--- config.mk ---
export PLATFORM = sky130hd
export DESIGN_NAME = key_debouncer
export DESIGN_NICKNAME = d
export VERILOG_FILES = /design/src/rtl/key_debouncer.sv
export SDC_FILE = /design/constraint.sdc
export NUM_CORES = 1
export LEC_CHECK = 0
export ABC_AREA = 0
export BUFFER_PORTS_ARGS = -buffer_cell sky130_fd_sc_hd__buf_2
export CAP_MARGIN = 15
export CORE_UTILIZATION = 35
export DETAILED_ROUTE_END_ITERATION = 16
export HOLD_SLACK_MARGIN = 0.15
export PLACE_DENSITY_LB_ADDON = 0.12
export SLEW_MARGIN = 20
export SYNTH_ARGS = -nofsm -noshare
export SYNTH_HDL_FRONTEND = slang
export SYNTH_SLANG_ARGS = --single-unit
--- constraint.sdc ---
create_clock -name clk -period 5.9 [get_ports clk]
set_clock_uncertainty 0.2 [all_clocks]
set_input_delay 0.59 -clock clk [delete_from_list [all_inputs] [get_ports clk]]
set_output_delay 0.59 -clock clk [all_outputs]
set_load 0.1 [all_outputs]
--- src/rtl/key_debouncer.sv ---
// Debounces raw active-low push-buttons into clean active-high levels with
// one-cycle press/release pulses. Define KEY_REPEAT_EN to add hold-to-repeat presses.
module key_debouncer #(
    parameter int N_KEYS          = 4,
    parameter int DEBOUNCE_CYCLES = 500000,
    parameter int CNT_W           = 20,
    parameter int REPEAT_DELAY    = 25000000,
    parameter int REPEAT_PERIOD   = 5000000
) (
    input  logic              clk,
    input  logic              rst_n,
    input  logic [N_KEYS-1:0] key_n,
    output logic [N_KEYS-1:0] key_level,
    output logic [N_KEYS-1:0] key_press,
    output logic [N_KEYS-1:0] key_release
);

    localparam logic [CNT_W-1:0] CNT_LAST = CNT_W'(DEBOUNCE_CYCLES - 1);

    if (DEBOUNCE_CYCLES < 1 || DEBOUNCE_CYCLES > (2 ** CNT_W) - 1) begin : g_bad_debounce
        $error("DEBOUNCE_CYCLES must fit in a CNT_W-bit counter");
    end

    logic [N_KEYS-1:0] sync1_q, sync2_q;
    logic [N_KEYS-1:0] key_s;
    logic [N_KEYS-1:0] level_q, level_d;
    logic [N_KEYS-1:0] press_q, press_d;
    logic [N_KEYS-1:0] release_q, release_d;
    logic [CNT_W-1:0]  cnt_q [N_KEYS];
    logic [CNT_W-1:0]  cnt_d [N_KEYS];

    assign key_s = ~sync2_q;

`ifdef KEY_REPEAT_EN
    if (REPEAT_PERIOD < 1 || REPEAT_PERIOD > REPEAT_DELAY) begin : g_bad_repeat
        $error("REPEAT_PERIOD must be in 1 .. REPEAT_DELAY");
    end

    // Reloading to DELAY-PERIOD after each repeat makes the next one land PERIOD cycles later.
    localparam logic [31:0] RCNT_FIRE   = 32'(REPEAT_DELAY - 1);
    localparam logic [31:0] RCNT_RELOAD = 32'(REPEAT_DELAY - REPEAT_PERIOD);

    logic [31:0] rcnt_q [N_KEYS];
    logic [31:0] rcnt_d [N_KEYS];
`else
    logic unused_repeat_cfg;
    assign unused_repeat_cfg = ^{REPEAT_DELAY, REPEAT_PERIOD};
`endif

    always_comb begin
        for (int k = 0; k < N_KEYS; k++) begin
            // NOTE: every output of this block gets a default first so no path infers a latch.
            cnt_d[k]     = cnt_q[k];
            level_d[k]   = level_q[k];
            press_d[k]   = 1'b0;
            release_d[k] = 1'b0;

            if (key_s[k] == level_q[k]) begin
                cnt_d[k] = '0;
            end else if (cnt_q[k] == CNT_LAST) begin
                level_d[k]   = key_s[k];
                cnt_d[k]     = '0;
                press_d[k]   = key_s[k];
                release_d[k] = ~key_s[k];
            end else begin
                cnt_d[k] = cnt_q[k] + CNT_W'(1);
            end

`ifdef KEY_REPEAT_EN
            // Idle while released; the press and release edges both clear it, so no repeat on release.
            if (!level_q[k] || (level_d[k] != level_q[k])) begin
                rcnt_d[k] = '0;
            end else if (rcnt_q[k] == RCNT_FIRE) begin
                rcnt_d[k]  = RCNT_RELOAD;
                press_d[k] = 1'b1;
            end else begin
                rcnt_d[k] = rcnt_q[k] + 32'd1;
            end
`endif
        end
    end

    // NOTE: sequential state uses non-blocking assignments so every flop samples pre-edge values.
    always_ff @(posedge clk or negedge rst_n) begin
        if (!rst_n) begin
            sync1_q   <= '1;
            sync2_q   <= '1;
            level_q   <= '0;
            press_q   <= '0;
            release_q <= '0;
            for (int k = 0; k < N_KEYS; k++) begin
                cnt_q[k] <= '0;
`ifdef KEY_REPEAT_EN
                rcnt_q[k] <= '0;
`endif
            end
        end else begin
            sync1_q   <= key_n;
            sync2_q   <= sync1_q;
            level_q   <= level_d;
            press_q   <= press_d;
            release_q <= release_d;
            for (int k = 0; k < N_KEYS; k++) begin
                cnt_q[k] <= cnt_d[k];
`ifdef KEY_REPEAT_EN
                rcnt_q[k] <= rcnt_d[k];
`endif
            end
        end
    end

    assign key_level   = level_q;
    assign key_press   = press_q;
    assign key_release = release_q;

endmodule
==> results_dict.tcl <==
set metrics [dict create \
    status "completed" \
    cts_tree "yes" \
    rr_endpoint "cnt_q[10]" \
    slew_violations 0 \
    power_density_nw_per_um2 244.0 \
    final_cell_mix "92 x dfrtp_1, 72 x nor2_1, 37 x xnor2_1" \
    grt_antenna_before_repair 0 \
    remaining_drc_errors 0 \
    syn_nets 473 \
    numClockSinks 100 \
    wl_met1_mm 4.600 \
    synth_edf_count 0 \
    post-route-util 0.4115 \
    fin_cells 667 \
    finalPower_mw 1.288 \
    ys_seq_area_frac 0.5372 \
    synthToLayoutAreaGrowth_pct 12.84 \
    timing_worst_slew_pin_value_ps 766.3 \
    grt_pass1_vias 3334 \
    grt.overflow.total 0 \
    std_cell_rows 41 \
    drt_iter0_drc 149 \
    postRouteAntennaNets 0 \
    routed-wl-met2_mm 4.058 \
    drt_wl_total_mm 9.082 \
    coreArea_um2 12820 \
    numPortBuffers 17 \
    ys.flop_type "dfrtp_1" \
    cp-end-kind "register" \
    layout_commonest_cell "dfrtp_1" \
    design_area_um2 5278 \
    wl_per_cell_um 13.62 \
    pre_cts_slack_ps 3555 \
    crit_type "reg -> reg" \
    min_from "sync1_q[2]" \
    fin_crit_sh 0.3983 \
    finalHoldViolations 0 \
    grt_usage 0.1446 \
    timing.rr.start "cnt_q[0]" \
    whs_ps 153.0 \
    yosysWarnings 0 \
    grt_max_degree 54 \
    tns_ps 0 \
    slew_headroom 0.4857 \
    dr.pass1.iters 4 \
    root_buffer "clkbuf_16" \
    die_w_um 117.6 \
    async_flop_share 1.000 \
    grt_pass1_wl_mm 16.13 \
    hp-class "reg -> reg" \
    crit_required_ps 5930 \
    vias_per_cell 5.127 \
    route.met3.wl_um 317 \
    fmax_mhz 425.6 \
    insertion_delay_ps 350 \
    min_path_cells 0 \
    r2r_slack_ps 3550 \
    max-vdd-ir-drop_uv 160.5 \
    numCtsBuffers 9 \
    final_nets 500 \
    via_count 3420 \
    hold_path_end "sync2_q[2]" \
    critPathMaxFanout 10 \
    cts_setup_buffers 0 \
    diodes 0 \
    synthCells 463 \
    cellLeakagePower_nw 2.110 \
    gp_congestion 0.7544 \
    rsz0062_at_grt "false" \
    avgSynthCellArea_um2 10.10 \
    htreeDepth 3 \
    cap_violations 0 \
    ios 18 \
    die_h_um 117.6 \
    synth_cell_types 37 \
    period_needed_ps 2350 \
    crit_path_start_kind "register" \
    dpl.hpwl_mm 6.196 \
    initial_core_util 0.3647 \
    setup_viol 0 \
    dp_cells 646 \
    fill_cells 1295 \
    setup_slack_ps 3550 \
    ff2ff_path_depth 6 \
    drive_above_1_share 0.1030 \
    ys_ff_latch 100 \
    cts_resized 0 \
    place_area_um2 4964 \
    critPathArrivalTime_ps 2380 \
    highest_layer "met4" \
    die_area_um2 13830 \
    syn_area_um2 4677 \
    cts_buffer_depth 2 \
    clk_pin_slew_worst_paths_ps 60 \
]
## per-layer routing
metal / track usage / vias up
met3: 0.04264 / 8
met2: 0.2219 / 47
li1: - / 1704
met5: 0 / -
met1: 0.1945 / 1661
met4: 0.04968 / 0
## cells in the mapped netlist (2+ instances only)
library cell / n / area [um^2]
o21ai_0: 13 / 65.06
or2_2: 2 / 12.51
a21oi_1: 15 / 75.07
dfrtp_1: 92 / 2302
a31o_2: 3 / 26.28
clkbuf_1: 5 / 18.77
or3_1: 7 / 43.79
nor2_1: 72 / 270.3
mux2i_1: 2 / 20.02
nor3_1: 16 / 80.08
xor2_1: 22 / 192.7
nor4b_1: 5 / 43.79
inv_1: 14 / 52.55
nand2_1: 25 / 93.84
nand4_1: 31 / 193.9
buf_2: 4 / 20.02
o31ai_1: 8 / 60.06
ha_1: 4 / 50.05
nand4_2: 2 / 25.02
xnor2_1: 37 / 324.1
nand3_1: 24 / 120.1
and2_1: 3 / 18.77
dfstp_2: 8 / 210.2
and3_1: 7 / 43.79
and4_1: 6 / 52.55
nand4b_1: 2 / 17.52
or4_1: 7 / 52.55
nor3b_1: 2 / 15.01
nor4_1: 17 / 106.4
## final cells by class
class                      instances  area [um^2]  area share
multi-input combinational        340         2073      0.3928
inverter                          14        52.55    0.009957
clock buffer                      14        254.0     0.04813
sequential                       100         2512      0.4761
clock inverter                     2        10.01    0.001897
tap                              172        215.2     0.04078
timing repair buffer              25        160.2     0.03035
## worst max path at each step
| stage | from | endpoint |
|---|---|---|
| 2_1_floorplan | key_level[1] | cnt_q[48] |
| 3_3_place_gp | cnt_q[0] | cnt_q[5] |
| 6_report | cnt_q[0] | cnt_q[10] |
| 5_1_grt | cnt_q[0] | cnt_q[10] |
| 4_1_cts | cnt_q[0] | cnt_q[6] |
| 3_5_place_dp | cnt_q[0] | cnt_q[6] |
## report_power, final
part	total, mW	switching [mW]	internal (mW)	leakage (nW)
combinational	0.0425	0.0296	0.0129	0.619
sequential	0.707	0.00952	0.697	1.36
clock	0.538	0.242	0.297	0.131
## cell families (layout without fill, tap and decap cells)
group,Yosys count,after routing,synth area share
AOI/OAI and AO/OA,43,43,0.05538
xor gates and xnor gates,59,59,0.1105
adders and majority gates,4,4,0.01070
buffers and inverters,23,55,0.01953
DFF,100,100,0.5372
muxes,2,2,0.004281
and+or+nand+nor,232,232,0.2624
## what timing repair did
action,in CTS,in global routing
hold buffers,4,1
endpoints found under the hold margin,45,1
setup endpoints to repair,0,0
## state kept, by name, indices dropped and copies added (netlist names)
name,flops
key_press,4
sync2_q,4
key_level,4
cnt_q,80
key_release,4
sync1_q,4
## critical path: stages, from the launching register on
cell      delay, ps
dfrtp_1         380
ha_1            230
and3_1          210
nand4b_1        200
o21ai_1         660
buf_4           290
nor2_1           60
(Power assumes the default switching activity.)
